**config.mk**
```make
export PLATFORM = sky130hd
export DESIGN_NAME = ascon_seq_ctrl
export DESIGN_NICKNAME = d
export VERILOG_FILES = /design/src/rtl/ascon_seq_ctrl.sv
export SDC_FILE = /design/constraint.sdc
export NUM_CORES = 1
export LEC_CHECK = 0
export ABC_AREA = 1
export BUFFER_PORTS_ARGS = -buffer_cell sky130_fd_sc_hd__buf_2
export CELL_PAD_IN_SITES_DETAIL_PLACEMENT = 1
export CELL_PAD_IN_SITES_GLOBAL_PLACEMENT = 1
export CORE_AREA = 2 2 402 404
export DETAILED_ROUTE_END_ITERATION = 8
export DIE_AREA = 0 0 404 406
export GPL_ROUTABILITY_DRIVEN = 0
export PLACE_DENSITY = 0.5
export SLEW_MARGIN = 15
export SYNTH_ARGS = -nofsm -noshare
export SYNTH_HDL_FRONTEND = slang
export SYNTH_SLANG_ARGS = --single-unit
```
**constraint.sdc**
```tcl
create_clock -name clock_i -period 1.45 [get_ports clock_i]
set_input_delay 0.0725 -clock clock_i [delete_from_list [all_inputs] [get_ports clock_i]]
set_output_delay 0.0725 -clock clock_i [all_outputs]
set_load 0.05 [all_outputs]
```
**src/rtl/ascon_seq_ctrl.sv**
```systemverilog
// ascon_seq_ctrl
// Sequences one message through an ASCON-128 core. A descriptor (key, nonce,
// AD and PT block counts) is accepted in IDLE. The controller then pulses
// core_start_o and waits out the p12 initialisation. Next it pulls blocks from
// the input stream (AD first, then PT) and strobes each one into the core,
// leaving the p6 gap after every AD block. It returns each cipher block and
// finally the tag. Any wait on the core is bounded by TIMEOUT.
//
// Ports
//   clock_i, reset_i             clock, synchronous active-high reset
//   cfg_valid_i / cfg_ready_o    descriptor handshake (ready only in IDLE)
//   key_i, nonce_i               sampled on the descriptor handshake
//   ad_cnt_i, pt_cnt_i           AD block count (0..MAX_AD), PT block count (1..MAX_PT)
//   s_data_i/s_valid_i/s_ready_o input block stream (ready only in FETCH)
//   core_*_o                     start pulse, block + strobe, registered key/nonce
//   core_*_i                     cipher + valid, tag + end from the core
//   ct_data_o/ct_valid_o         registered cipher block, one-cycle valid
//   tag_o/tag_valid_o            registered tag, one-cycle valid
//   err_o                        one-cycle pulse on timeout or bad descriptor
module ascon_seq_ctrl #(
  parameter int DATA_W   = 64,
  parameter int KEY_W    = 128,
  parameter int MAX_AD   = 4,
  parameter int MAX_PT   = 8,
  parameter int INIT_CYC = 12,
  parameter int GAP_CYC  = 6,
  parameter int TIMEOUT  = 64
) (
  input  logic                        clock_i,
  input  logic                        reset_i,
  input  logic                        cfg_valid_i,
  output logic                        cfg_ready_o,
  input  logic [KEY_W-1:0]            key_i,
  input  logic [KEY_W-1:0]            nonce_i,
  input  logic [$clog2(MAX_AD+1)-1:0] ad_cnt_i,
  input  logic [$clog2(MAX_PT+1)-1:0] pt_cnt_i,
  input  logic [DATA_W-1:0]           s_data_i,
  input  logic                        s_valid_i,
  output logic                        s_ready_o,
  output logic                        core_start_o,
  output logic [DATA_W-1:0]           core_data_o,
  output logic                        core_data_valid_o,
  output logic [KEY_W-1:0]            core_key_o,
  output logic [KEY_W-1:0]            core_nonce_o,
  input  logic [DATA_W-1:0]           core_cipher_i,
  input  logic                        core_cipher_valid_i,
  input  logic [KEY_W-1:0]            core_tag_i,
  input  logic                        core_end_i,
  output logic [DATA_W-1:0]           ct_data_o,
  output logic                        ct_valid_o,
  output logic [KEY_W-1:0]            tag_o,
  output logic                        tag_valid_o,
  output logic                        err_o
);
  localparam int AD_W = $clog2(MAX_AD+1);
  localparam int PT_W = $clog2(MAX_PT+1);
  // One shared timer serves the init, gap and timeout waits; INIT_CYC and
  // GAP_CYC are expected not to exceed TIMEOUT.
  localparam int TM_W = $clog2(TIMEOUT+1);

  localparam logic [AD_W-1:0] MAX_AD_V  = AD_W'(MAX_AD);
  localparam logic [PT_W-1:0] MAX_PT_V  = PT_W'(MAX_PT);
  localparam logic [TM_W-1:0] INIT_LAST = TM_W'(INIT_CYC-1);
  localparam logic [TM_W-1:0] GAP_LAST  = TM_W'(GAP_CYC-1);
  localparam logic [TM_W-1:0] TMO_LAST  = TM_W'(TIMEOUT-1);

  typedef enum logic [2:0] {
    S_IDLE, S_START, S_INIT, S_FETCH, S_ISSUE, S_WAIT_AD, S_WAIT_CT, S_WAIT_TAG
  } state_e;

  state_e              state_q;
  logic [KEY_W-1:0]    key_q, nonce_q, tag_q;
  logic [DATA_W-1:0]   data_q, ct_q;
  logic [AD_W-1:0]     ad_cnt_q, ad_idx_q;
  logic [PT_W-1:0]     pt_cnt_q, pt_idx_q;
  logic                pt_phase_q;
  logic [TM_W-1:0]     timer_q;
  logic                ct_vld_q, tag_vld_q, err_q;
  logic                bad_desc;

  assign bad_desc = (pt_cnt_i == '0) || (pt_cnt_i > MAX_PT_V) || (ad_cnt_i > MAX_AD_V);

  // Handshake/strobe outputs are decoded straight from the state register.
  assign cfg_ready_o       = (state_q == S_IDLE);
  assign s_ready_o         = (state_q == S_FETCH);
  assign core_start_o      = (state_q == S_START);
  assign core_data_valid_o = (state_q == S_ISSUE);
  assign core_data_o       = data_q;
  assign core_key_o        = key_q;
  assign core_nonce_o      = nonce_q;
  assign ct_data_o         = ct_q;
  assign ct_valid_o        = ct_vld_q;
  assign tag_o             = tag_q;
  assign tag_valid_o       = tag_vld_q;
  assign err_o             = err_q;

  always_ff @(posedge clock_i) begin
    if (reset_i) begin
      state_q    <= S_IDLE;
      key_q      <= '0;
      nonce_q    <= '0;
      tag_q      <= '0;
      data_q     <= '0;
      ct_q       <= '0;
      ad_cnt_q   <= '0;
      ad_idx_q   <= '0;
      pt_cnt_q   <= '0;
      pt_idx_q   <= '0;
      pt_phase_q <= 1'b0;
      timer_q    <= '0;
      ct_vld_q   <= 1'b0;
      tag_vld_q  <= 1'b0;
      err_q      <= 1'b0;
    end else begin
      ct_vld_q  <= 1'b0;
      tag_vld_q <= 1'b0;
      err_q     <= 1'b0;
      case (state_q)
        S_IDLE: if (cfg_valid_i) begin
          if (bad_desc) begin
            err_q <= 1'b1;           // consume the descriptor, leave core alone
          end else begin
            key_q      <= key_i;
            nonce_q    <= nonce_i;
            ad_cnt_q   <= ad_cnt_i;
            pt_cnt_q   <= pt_cnt_i;
            ad_idx_q   <= '0;
            pt_idx_q   <= '0;
            pt_phase_q <= (ad_cnt_i == '0);  // no AD: go straight to PT blocks
            state_q    <= S_START;
          end
        end
        S_START: begin
          timer_q <= '0;
          state_q <= S_INIT;
        end
        S_INIT: begin
          if (timer_q == INIT_LAST) begin
            timer_q <= '0;
            state_q <= S_FETCH;
          end else begin
            timer_q <= timer_q + TM_W'(1);
          end
        end
        S_FETCH: if (s_valid_i) begin
          data_q  <= s_data_i;
          state_q <= S_ISSUE;
        end
        S_ISSUE: begin
          timer_q <= '0;
          if (!pt_phase_q) begin
            ad_idx_q <= ad_idx_q + AD_W'(1);
            if (ad_idx_q == ad_cnt_q - AD_W'(1)) pt_phase_q <= 1'b1;
            state_q <= S_WAIT_AD;
          end else begin
            state_q <= S_WAIT_CT;
          end
        end
        S_WAIT_AD: begin
          if (timer_q == GAP_LAST) begin
            timer_q <= '0;
            state_q <= S_FETCH;
          end else begin
            timer_q <= timer_q + TM_W'(1);
          end
        end
        S_WAIT_CT: begin
          // A cipher arriving on the expiry cycle still counts.
          if (core_cipher_valid_i) begin
            ct_q     <= core_cipher_i;
            ct_vld_q <= 1'b1;
            timer_q  <= '0;
            pt_idx_q <= pt_idx_q + PT_W'(1);
            state_q  <= (pt_idx_q == pt_cnt_q - PT_W'(1)) ? S_WAIT_TAG : S_FETCH;
          end else if (timer_q == TMO_LAST) begin
            err_q   <= 1'b1;
            state_q <= S_IDLE;
          end else begin
            timer_q <= timer_q + TM_W'(1);
          end
        end
        S_WAIT_TAG: begin
          if (core_end_i) begin
            tag_q     <= core_tag_i;
            tag_vld_q <= 1'b1;
            state_q   <= S_IDLE;
          end else if (timer_q == TMO_LAST) begin
            err_q   <= 1'b1;
            state_q <= S_IDLE;
          end else begin
            timer_q <= timer_q + TM_W'(1);
          end
        end
        default: state_q <= S_IDLE;
      endcase
    end
  end
endmodule

```
# Yosys cells after proc, flatten, opt, wreduce, memory -nomap -nowiden
# Cells that the tools add are included.
# W data, S select, Z words.
# word_totals
regBits	540
latchBits	0
mem_bits_rw	0
romBits	0
inputBits	525
output_inout_bits	519
mem_count	0
# classes
addsub	5
multipliers	0
div	0
order_cmp	2
eq_ne	20
n_shift	0
n_mux	38
n_bitwise	3
n_reduce_logical	20
# ops
cell	n
$mux W3	12
$mux W7	5
$pmux W7 S5	1
$pmux W3 S8	1
$ne A2 B2 Y1 const B	8
$eq A3 B3 Y1 const B	4
$mux W4	3
$mux W1	11
$pmux W4 S2	1
$reduce_and A2 Y1	4
$reduce_and A4 Y1	2
$add A7 B1 Y7 const B	1
$eq A7 B3 Y1 const B	1
$eq A7 B4 Y1 const B	1
$eq A7 B6 Y1 const B	1
$eq A3 B2 Y1 const B	2
$logic_not A3 Y1	2
$pmux W3 S2	1
$reduce_and A3 Y1	2
$reduce_or A2 Y1	3
$reduce_and A5 Y1	1
$reduce_bool A5 Y1	1
$add A4 B1 Y4 const B	1
$eq A4 B4 Y1	1
other kinds (14)	18

# Longest topological paths before layout
# depth
ltp_word	6
depth_mapped	12
ltp_nobuf	12

# Worst setup path before layout
# No wires, ideal clock.
# synth_timing
path_kind	reg-to-reg
from	register state_q[1]
to	register data_q[56], in the netlist core_data_o[56]
setup_time_ns	0.070
arrival_time_ns	1.583
path_slack_ns	-0.203
path_stages_with_launch	6
path_cell_list	dfxtp_1 -> nand3_1 -> inv_1 -> clkbuf_1 -> nand3_1 -> a21oi_1
# synth_between
elab_chain_cells	2
# synth_lines
element	line	rtl
start: declaration	71	state_e state_q;
start signal: assignment	174	state_q <= (pt_idx_q == pt_cnt_q - PT_W'(1)) ? S_WAIT_TAG : S_FETCH;
$eq A3 B2 Y1	--	
via s_ready_o	39	output logic s_ready_o,
$reduce_and A2 Y1 (no source line)	--	
end signal: assignment	146	data_q <= s_data_i;
end: declaration	73	logic [DATA_W-1:0] data_q, ct_q;
# The timed path passes the listed nets, and every way through them passes these cells.
# A chain may end at the register's enable or synchronous reset.

# Final worst setup path
# layout_timing
from	register state_q[1]
to	register key_q[69], in the netlist core_key_o[69]
# layout_between
elab_chain_cells	2
# layout_lines
element	line	rtl
$logic_not A3 Y1	118	case (state_q)
$reduce_and A3 Y1 (no source line)	--	
end signal: assignment	123	key_q <= key_i;
end: declaration	72	logic [KEY_W-1:0] key_q, nonce_q, tag_q;
# Every way passes these cells.

==> impl_metrics.tcl <==
set metrics [dict create \
    setup_violations 560 \
    netlist_area_um2 19500 \
    fin_crit_sh_pct 124 \
    finalMaxSlewViolations 0 \
    clk_pin_slew_worst_paths_ns 0.06 \
    grt_pass1_vias 25900 \
    reg2reg_from "state_q[1]$_SDFFE_PP0P_" \
    ys_seq_area_share_pct 55.6 \
    drt_iter0_markers 1024 \
    crit_end "core_key_o[69]$_SDFFE_PP0P_" \
    tns_ns -132.63 \
    ant_nets 0 \
    yosys.area.top_type_share_pct 55.6 \
    yosysTopAreaCell "dfxtp_1" \
    cts.sinks 540 \
    critPathCaptureType "flip-flop" \
    areaGrowthSynthToFinish_pct 117 \
    path_class "flip-flop to flip-flop" \
    hold_viol 0 \
    layout_min_cycle_time_ns 1.79 \
    finalClockSkew_ns 0.0312 \
    power_w 0.0512 \
    ios 1044 \
    r2r-end "core_key_o[69]$_SDFFE_PP0P_" \
    violations "negative setup slack" \
    port_buffers 1043 \
    crit_fanout 15 \
    worst_slew_pin_slew_ns 0.603 \
    routed_wirelength_um 131000 \
    cts_buffers 71 \
    nFillCells 18700 \
    slew_headroom_pct 59.8 \
    cts_tree "done" \
    synth.ff_latch_count 540 \
    leakagePower_nw 18.4 \
    ys_warn_count 0 \
    hold_class "primary input to flip-flop" \
    setup_slack_ns -0.343 \
    drc 0 \
    clk_path_buf_depth 3 \
    syn_nets 3029 \
    grt_max_degree 79 \
    cts_root_buf "clkbuf_16" \
    required_ns 2.02 \
    detail_route.first_pass.iterations 4 \
    grt-ovfl-total 0 \
    wl_per_cell_um 20.4 \
    nNetsFinal 4805 \
    pwr_density_cell_nw_per_um2 1210 \
    start_util_pct 12.2 \
    r2r_slack_ns -0.34 \
    reg2reg_depth 10 \
    startpoint_type "flip-flop" \
    core-area_um2 160000 \
    fp-row-count 147 \
    cp-startpoint "state_q[1]$_SDFFE_PP0P_" \
    ys_types 34 \
    vias 24600 \
    grt_pass1_wl_um 172000 \
    dieArea_um2 164000 \
    synth.avg_cell_area_um2 7.79 \
    die_h_um 406 \
    rsz0062_at_grt "yes" \
    hpwl_um 84700 \
    die_x_um 404 \
    status "finished, violations left" \
    htree_levels 3 \
    yosys-top-cells-area "dfxtp_1 (56%), nor2_1 (18%), o21ai_0 (12%)" \
    track_usage_pct 14.1 \
    vias_per_cell 3.84 \
    maxCapViolations 0 \
    arrival_ns 2.37 \
    antenna_found_initial 10 \
    ir_worst_vdd_v 0.000743 \
    hold_depth 4 \
    clk_latency_ns 0.66 \
    drive_gt1_share_pct 48.9 \
    synthCells 2498 \
    fmax_ghz 0.558 \
]
## repair_timing
item / 4_1_cts / 5_1_grt
hold buffers: 523 / 0
cloned: 42 / 52
setup buffers: 48 / 20
resized for setup: 605 / 880
endpoints found under the setup margin: 620 / 672
hold endpoints to repair: 533 / 0
pin swaps: 88 / 129
## critical path: stages (launching register included)
cell	delay, ns
dfxtp_2	0.33
buf_4	0.14
nor2_4	0.09
nand2_2	0.08
nor2_4	0.14
nand3_4	0.13
clkbuf_16	0.24
clkinv_16	0.13
buf_16	0.18
nor2_2	0.05
nor2_2	0.16
## worst min-delay path by stage
stage	startpoint	endpoint	slack [ns]
floorplan	core_cipher_i[0]	ct_data_o[0]$_SDFFE_PP0P_	0.21
global placement	core_cipher_i[16]	ct_data_o[16]$_SDFFE_PP0P_	0.30
detailed placement	core_cipher_i[10]	ct_data_o[10]$_SDFFE_PP0P_	0.30
CTS	core_cipher_i[26]	ct_data_o[26]$_SDFFE_PP0P_	0.1
global route	nonce_i[29]	core_nonce_o[29]$_SDFFE_PP0P_	0.14
finish	core_cipher_i[10]	ct_data_o[10]$_SDFFE_PP0P_	0.17
## layout by cell type, fill, tap and decap left out, drive strengths merged
cell / n
dlygate4sd3: 523
nor2: 930
clkbuf: 142
nor3: 2
dfxtp: 540
ha: 6
buf: 1317
o21ai: 465
xor2: 5
nand4: 3
inv: 45
xnor2: 4
clkinv: 16
nand3b: 1
nand3: 88
a22oi: 2
nor3b: 1
or2: 1
bufinv: 3
nand2: 134
clkinvlp: 1
a21oi: 90
o2111ai: 1
o211a: 1
diode: 6
## Yosys cell counts, drive strengths merged
library cell,number
nand4,3
ha,6
o211a,1
nand3,88
nor3,2
nand2,132
a22oi,2
inv,45
clkbuf,105
nor2,930
dfxtp,540
buf,76
xnor2,4
o21ai,465
xor2,5
nor3b,1
nand3b,1
a21oi,90
or2,1
o2111ai,1
## stage by stage
| stage | cell area [um^2] | util (%) | hold slack [ns] | worst slack [ns] | cells |
|---|---|---|---|---|---|
| finish | 42300 | 26.5 | 0.174 | -0.343 | 6413 |
| global route | 42300 | 26.5 | 0.136 | -0.436 | 6413 |
| CTS | 38900 | 24.4 | 0.0959 | -0.419 | 6353 |
| detailed placement | 28100 | 17.6 | 0.301 | -0.381 | 5632 |
| global placement | 28100 | 17.6 | 0.296 | -0.386 | 5632 |
| floorplan | 19500 | - | 0.207 | 0.000395 | 2498 |
## where the power goes
group | switching [W] | total (W) | internal (W)
sequential | 0.000815 | 0.0169 | 0.0161
clock | 0.00761 | 0.0180 | 0.0104
combinational | 0.0102 | 0.0163 | 0.00606
total | 0.0186 | 0.0512 | 0.0326
## registers in the layout, indices dropped and copies added (netlist names)
register and cells:
pt_phase_q 1, tag_o 128, timer_q 7, pt_idx_q 4
ad_idx_q 3, tag_valid_o 1, core_nonce_o 128, ct_valid_o 1
ct_data_o 64, pt_cnt_q 4, state_q 3, core_data_o 64
core_key_o 128, ad_cnt_q 3, err_o 1
## final cells by class
| cell class | instances | area [um^2] | area share [%] |
|---|---|---|---|
| Sequential cell | 540 | 10800 | 25.6 |
| Clock buffer | 104 | 2040 | 4.82 |
| Inverter | 45 | 246 | 0.583 |
| Timing Repair Buffer | 1878 | 15500 | 36.7 |
| Clock inverter | 16 | 270 | 0.639 |
| Tap cell | 2086 | 2610 | 6.17 |
| Timing Repair inverter | 4 | 106 | 0.251 |
| Multi-Input combinational cell | 1734 | 10700 | 25.2 |
| Antenna cell | 6 | 15.0 | 0.0355 |
## kinds of logic (layout without fill, tap and decap cells)
| logic type | Yosys count | after routing | synth area share (%) |
|---|---|---|---|
| buffers and inverters | 226 | 2047 | 5.87 |
| xor gates and xnor gates | 9 | 9 | 0.405 |
| and+or+nand+nor | 1158 | 1160 | 23.3 |
| adders and majority gates | 6 | 6 | 0.386 |
| DFF | 540 | 540 | 55.6 |
| other | 0 | 6 | 0 |
| AOI/OAI and AO/OA | 559 | 559 | 14.5 |
## layer usage
metal	GRT usage [%]	vias up	part of all wire [%]
met4	5.90	8	4.2
met1	15.4	11900	38
met2	24.7	769	51
met3	4.65	265	6.7
li1	-	11700	-
met5	0	-	0.044
(Power assumes the default switching activity.)
